==> src/rtl/fb_pkg.sv <==
// Shared types and defaults for the framebuffer RAM with clear engine.
package fb_pkg;

   localparam int FB_DEPTH      = 800;
   localparam int FB_DATA_WIDTH = 6;
   localparam int FB_ADDR_WIDTH = 10;

   typedef enum logic [1:0] {
      ST_IDLE  = 2'd0,
      ST_CLEAR = 2'd1,
      ST_DONE  = 2'd2
   } clr_state_e;

   // Address of the final word the clear engine writes.
   function automatic int clr_last_addr(input int depth);
      return depth - 1;
   endfunction

endpackage

==> src/rtl/fb_clear_seq.sv <==
// Sequential clear engine: walks every word once, one per cycle, writing a
// latched fill value. Optionally arms an all-ones clear out of reset.
module fb_clear_seq
   import fb_pkg::*;
#(
   parameter int DEPTH        = FB_DEPTH,
   parameter int DATA_WIDTH   = FB_DATA_WIDTH,
   parameter int ADDR_WIDTH   = FB_ADDR_WIDTH,
   parameter int CLR_ON_RESET = 1
) (
   input  logic                  clk,
   input  logic                  reset,
   input  logic                  clr_start,
   input  logic [DATA_WIDTH-1:0] clr_value,
   output logic                  clr_we,
   output logic [ADDR_WIDTH-1:0] clr_addr,
   output logic [DATA_WIDTH-1:0] clr_data,
   output logic                  clr_busy,
   output logic                  clr_done,
   output logic                  seq_idle
);

   localparam logic [ADDR_WIDTH-1:0] LAST = ADDR_WIDTH'(clr_last_addr(DEPTH));

   clr_state_e            state_q, state_d;
   logic [ADDR_WIDTH-1:0] cnt_q, cnt_d;
   logic [DATA_WIDTH-1:0] val_q, val_d;
   // Pending auto-clear: held through reset, consumed on the first idle cycle.
   logic                  pend_q, pend_d;

   // Next-state, counter and strobe generation.
   always_comb begin
      state_d  = state_q;
      cnt_d    = cnt_q;
      val_d    = val_q;
      pend_d   = pend_q;
      clr_we   = 1'b0;
      clr_busy = 1'b0;
      clr_done = 1'b0;
      case (state_q)
         ST_IDLE: begin
            if (pend_q) begin
               state_d = ST_CLEAR;
               cnt_d   = '0;
               val_d   = '1;
               pend_d  = 1'b0;
            end else if (clr_start) begin
               state_d = ST_CLEAR;
               cnt_d   = '0;
               val_d   = clr_value;
            end
         end
         ST_CLEAR: begin
            clr_we   = 1'b1;
            clr_busy = 1'b1;
            // Counter parks on the last address; it never wraps.
            if (cnt_q == LAST) state_d = ST_DONE;
            else               cnt_d   = cnt_q + ADDR_WIDTH'(1);
         end
         ST_DONE: begin
            clr_done = 1'b1;
            state_d  = ST_IDLE;
         end
         default: state_d = ST_IDLE;
      endcase
   end

   assign clr_addr = cnt_q;
   assign clr_data = val_q;
   assign seq_idle = (state_q == ST_IDLE);

   // State register; reset abandons any clear in progress.
   always_ff @(posedge clk) begin
      if (reset) begin
         state_q <= ST_IDLE;
         cnt_q   <= '0;
         val_q   <= '0;
         pend_q  <= (CLR_ON_RESET != 0);
      end else begin
         state_q <= state_d;
         cnt_q   <= cnt_d;
         val_q   <= val_d;
         pend_q  <= pend_d;
      end
   end

endmodule

==> src/rtl/fb_ram_clr.sv <==
// Simple-dual-port framebuffer RAM with built-in clear engine.
// Write port is shared between user writes and the clear engine; the clear
// engine owns it while a clear runs. Read port has one cycle of latency.
// Build option FB_WR_FWD_EN: same-cycle write data is forwarded to a read of
// the same address; without it reads return old data and the array maps to
// a plain block RAM.
module fb_ram_clr
   import fb_pkg::*;
#(
   parameter int DEPTH        = FB_DEPTH,
   parameter int DATA_WIDTH   = FB_DATA_WIDTH,
   parameter int ADDR_WIDTH   = FB_ADDR_WIDTH,
   parameter int CLR_ON_RESET = 1
) (
   input  logic                  clk,
   input  logic                  reset,
   input  logic                  wr_en,
   input  logic [ADDR_WIDTH-1:0] wr_addr,
   input  logic [DATA_WIDTH-1:0] wr_data,
   input  logic                  rd_en,
   input  logic [ADDR_WIDTH-1:0] rd_addr,
   output logic [DATA_WIDTH-1:0] rd_data,
   output logic                  rd_valid,
   input  logic                  clr_start,
   input  logic [DATA_WIDTH-1:0] clr_value,
   output logic                  clr_busy,
   output logic                  clr_done,
   output logic                  wr_drop
);

   localparam int                  AW1     = ADDR_WIDTH + 1;
   localparam logic [ADDR_WIDTH:0] DEPTH_W = AW1'(DEPTH);

   logic [DATA_WIDTH-1:0] mem [DEPTH];

   logic                  clr_we;
   logic [ADDR_WIDTH-1:0] clr_addr;
   logic [DATA_WIDTH-1:0] clr_data;
   logic                  seq_idle;

   logic                  user_ok;
   logic                  we_m;
   logic [ADDR_WIDTH-1:0] waddr_m;
   logic [DATA_WIDTH-1:0] wdata_m;

   logic [DATA_WIDTH-1:0] rd_data_q, rd_data_d;
   logic                  rd_valid_q, rd_valid_d;
   logic                  wr_drop_q, wr_drop_d;

   fb_clear_seq #(
      .DEPTH        (DEPTH),
      .DATA_WIDTH   (DATA_WIDTH),
      .ADDR_WIDTH   (ADDR_WIDTH),
      .CLR_ON_RESET (CLR_ON_RESET)
   ) u_seq (
      .clk       (clk),
      .reset     (reset),
      .clr_start (clr_start),
      .clr_value (clr_value),
      .clr_we    (clr_we),
      .clr_addr  (clr_addr),
      .clr_data  (clr_data),
      .clr_busy  (clr_busy),
      .clr_done  (clr_done),
      .seq_idle  (seq_idle)
   );

   // User writes land only when the engine is idle and the address exists.
   assign user_ok = wr_en & seq_idle & ({1'b0, wr_addr} < DEPTH_W);

   // Write-port mux: clear engine has priority (the two never overlap anyway).
   always_comb begin
      we_m    = 1'b0;
      waddr_m = wr_addr;
      wdata_m = wr_data;
      if (clr_we) begin
         we_m    = 1'b1;
         waddr_m = clr_addr;
         wdata_m = clr_data;
      end else if (user_ok) begin
         we_m = 1'b1;
      end
   end

   // RAM array; never reset.
   always_ff @(posedge clk) begin
      if (we_m) mem[waddr_m] <= wdata_m;
   end

   // Read data / valid / drop next-state.
   always_comb begin
      rd_data_d  = rd_data_q;
      rd_valid_d = rd_en;
      wr_drop_d  = wr_en & ~user_ok;
      if (rd_en) begin
         if ({1'b0, rd_addr} < DEPTH_W) rd_data_d = mem[rd_addr];
         else                           rd_data_d = '0;
`ifdef FB_WR_FWD_EN
         if (we_m && (waddr_m == rd_addr)) rd_data_d = wdata_m;
`endif
      end
   end

   // Output registers.
   always_ff @(posedge clk) begin
      if (reset) begin
         rd_data_q  <= '0;
         rd_valid_q <= 1'b0;
         wr_drop_q  <= 1'b0;
      end else begin
         rd_data_q  <= rd_data_d;
         rd_valid_q <= rd_valid_d;
         wr_drop_q  <= wr_drop_d;
      end
   end

   assign rd_data  = rd_data_q;
   assign rd_valid = rd_valid_q;
   assign wr_drop  = wr_drop_q;

endmodule
==> config.mk <==
export PLATFORM = sky130hd
export DESIGN_NAME = fb_ram_clr
export DESIGN_NICKNAME = d
export VERILOG_FILES = /design/src/rtl/fb_pkg.sv /design/src/rtl/fb_clear_seq.sv /design/src/rtl/fb_ram_clr.sv
export SDC_FILE = /design/constraint.sdc
export NUM_CORES = 2
export LEC_CHECK = 0
export BUFFER_PORTS_ARGS = -buffer_cell sky130_fd_sc_hd__buf_2
export CORE_UTILIZATION = 25
export CTS_CLUSTER_SIZE = 28
export DETAILED_ROUTE_END_ITERATION = 8
export SLEW_MARGIN = 15
export SYNTH_ARGS = -nofsm -noshare
export SYNTH_HDL_FRONTEND = slang
export SYNTH_MEMORY_MAX_BITS = 65536
export SYNTH_SLANG_ARGS = --single-unit
==> constraint.sdc <==
create_clock -name clk -period 16.1 [get_ports clk]
set_input_delay 0.805 -clock clk [delete_from_list [all_inputs] [get_ports clk]]
set_output_delay 0.805 -clock clk [all_outputs]
set_load 0.005 [all_outputs]
==> flow_metrics.py <==
metrics = {
    "floorplan": {
        "die-height_um": 875,
        "dieArea_mm2": 0.766,
        "std_cell_rows": 320,
        "io-pin-count": 47,
        "start_util_pct": 25.1,
        "coreArea_mm2": 0.760,
        "die_x_um": 875,
    },
    "power": {
        "vdd_drop_max_v": 0.000108,
        "power.density_mw_per_mm2": 123,
        "leakage_nw": 65.6,
    },
    "routing": {
        "wl_per_cell_um": 27.4,
        "drtIter0Drc": 12900,
        "via_per_inst": 4.85,
        "antenna_left": 0,
        "vias": 96200,
        "firstDrtPassIters": 6,
        "drc": 0,
        "routed_wl_um": 543000,
    },
    "placed_design": {
        "placed_cells": 18900,
        "dp_hpwl_um": 325000,
        "gp_congestion": 0.819,
        "port_buffers": 46,
    },
    "clock_tree": {
        "cts-root-buf": "clkbuf_16",
        "cts_resized": 0,
        "cts_hold_buf": 0,
        "cts_buffers": 484,
        "clkTransAtPathRegs_ns": 0.06,
        "max-clock-path-buffers": 4,
        "clk_latency_ns": 1.03,
        "clock_sinks": 4827,
        "htree_levels": 5,
        "cts_tree": "built",
        "post_cts_buffers": 0,
    },
    "layout": {
        "layout.nets": 9298,
        "final_common_cell": "edfxtp_1",
        "layout_common_cells": "edfxtp_1, mux4_2, nor2_1, clkbuf_16, mux2i_1",
        "drive_gt1_share_pct": 21.8,
        "area_growth_pct": 14.0,
        "finalNonFillerCells": 19800,
    },
    "setup_path": {
        "cp.required_ns": 16.73,
        "critPathCaptureType": "flip-flop",
        "crit_path_max_incr_delay_ns": 1.00,
        "critPathMostFrequentCell": "buf_4",
        "slowest_stage": "buf_4",
        "crit_fanout": 108,
        "critPathLaunchType": "flip-flop",
        "cp.arrival_ns": 6.41,
        "path_class": "flip-flop to flip-flop",
        "path_cells": "nand2b_1, inv_1, nand2_1, nand2_4, buf_4, buf_4, buf_4, buf_4",
    },
    "yosys": {
        "syn_inst": 9091,
        "ys_types": 81,
        "async_flop_share_pct": 0,
        "synth_area_per_cell_um2": 21.0,
        "synth_nets": 9129,
        "synth_edf_count": 4800,
        "ys_ff_latch": 4827,
        "synth.yosys.seq_area_share_pct": 75.9,
        "netlist_area_mm2": 0.191,
        "ys_warn_count": 0,
        "synth-main-ff-cell": "edfxtp_1",
    },
    "timing": {
        "grt_setup_unrepaired": "false",
        "relSlewSlack_pct": 13.9,
        "slew_violations": 0,
        "hold_viol": 0,
        "tightest_slew_ns": 1.28,
        "fin_tns_setup_ns": 0,
        "hold_ws_ns": 0.102,
        "finalSetupViolCount": 0,
        "final.min_clock_period_ns": 5.78,
        "max_freq_mhz": 173,
        "skew_ns": 0.0842,
        "finalCritPeriodShare_pct": 35.9,
    },
    "global_route": {
        "grt_pass1_vias": 94800,
        "antenna_found_initial": 61,
        "gr-usage-all-layers_pct": 13.6,
        "grt_pass1_wl_um": 757000,
        "grt-ovfl-total": 0,
        "grt_max_degree": 217,
    },
    "status": {
        "status": "complete, no violations",
    },
    "run": {
        "drv_cap": 0,
    },
    "hold_path": {
        "hp-class": "primary input to flip-flop",
    },
}
-- state kept, by name, indices dropped and copies added, names as in the netlist --
register,cells
u_seq.clr_data,6
rd_valid,1
wr_drop,1
mem,4800
u_seq.pend_q,1
u_seq.clr_addr,10
u_seq.state_q,2
rd_data,6
-- path summary, 6_finish.rpt --
path / start / end / slack [ns] / cells after the start
worst max-delay path: u_seq.state_q[1]$_SDFFE_PP0P_ / mem[781][4]$_DFFE_PP_ / 10.32 / 8
worst min-delay path: wr_en / wr_drop$_SDFF_PP0_ / 0.10 / 3
worst max register to register: u_seq.state_q[1]$_SDFFE_PP0P_ / mem[781][4]$_DFFE_PP_ / 10.32 / 8
worst min register to register: u_seq.clr_data[2]$_SDFFE_PP0P_ / u_seq.clr_data[2]$_SDFFE_PP0P_ / 0.50 / 2
-- report_power, final --
part	leakage [nW]	internal [W]	switching, W
combinational	14.6	0.000449	0.00121
clock	7.42	0.00615	0.00484
sequential	43.6	0.0141	0.00000955
total	65.6	0.0207	0.00606
-- critical path, delay by kind of cell, from the launching register on --
kind / cells / cell delay, ns
simple gates: 3 / 0.89
flops: 1 / 0.39
buf+inv: 5 / 3.75
-- cell usage after synthesis, types with 12 or more instances --
cell type / instances / area share, %
nor3_1: 74 / 0.19
buf_6: 43 / 0.25
clkbuf_4: 13 / 0.051
clkbuf_1: 194 / 0.38
mux4_1: 118 / 1.6
dfxtp_1: 27 / 0.28
mux4_2: 1040 / 12
a221oi_1: 18 / 0.083
mux2i_1: 431 / 2.3
nand3_1: 74 / 0.19
buf_2: 130 / 0.34
a2111oi_0: 12 / 0.055
a22oi_1: 13 / 0.051
o21ai_0: 63 / 0.17
edfxtp_1: 4800 / 76
buf_4: 67 / 0.26
o22ai_1: 89 / 0.29
nor2_1: 904 / 1.8
nand2b_1: 14 / 0.046
buf_8: 44 / 0.35
o221ai_1: 197 / 0.90
nor2b_1: 14 / 0.046
mux2_2: 42 / 0.25
a211oi_1: 24 / 0.094
buf_1: 64 / 0.13
and2_1: 13 / 0.043
buf_12: 39 / 0.41
a31oi_1: 14 / 0.046
a21oi_1: 108 / 0.28
o211ai_1: 13 / 0.051
nand4_1: 16 / 0.052
nand2_1: 205 / 0.40
-- cell type report --
cell class | instances | area [um2]
diodes | 33 | 82.6
flip-flops and latches | 4827 | 145000
clock buffers | 595 | 12500
well taps | 10100 | 12700
multi-input cells | 3652 | 42300
fillers | 74000 | 542000
inverters | 12 | 62.6
clock inverters | 287 | 2730
repair buffers | 283 | 2300
-- metrics by stage --
stage / instance area (um2) / power (W) / utilization (%) / worst slack, ns
2_1_floorplan: 191000 / 0.0158 / - / 3.01
6_report: 217000 / 0.0268 / 28.6 / 10.32
3_5_place_dp: 202000 / 0.0160 / 26.6 / 9.43
5_1_grt: 217000 / 0.0274 / 28.6 / 9.92
4_1_cts: 217000 / 0.0269 / 28.6 / 10.36
3_3_place_gp: 202000 / 0.0160 / 26.6 / 9.05
-- routing by layer --
metal | track usage [%] | vias to the layer above | wire length, um
li1 | - | 38400 | -
met1 | 18.7 | 51800 | 217000
met2 | 21.7 | 5102 | 254000
met3 | 2.77 | 892 | 53400
met4 | 4.63 | 10 | 19600
met5 | 0 | - | 72
-- kinds of logic after synthesis --
| kind of cell | after synthesis | synth area share [%] |
|---|---|---|
| xor gates and xnor gates | 8 | 0.0367 |
| DFF | 4827 | 75.9 |
| muxes | 1631 | 16.4 |
| AOI/OAI and AO/OA | 644 | 2.47 |
| adders and majority gates | 1 | 0.00656 |
| and+or+nand+nor | 1368 | 2.95 |
| buffers and inverters | 612 | 2.24 |
Note: power is estimated with default switching activity, not from simulation.
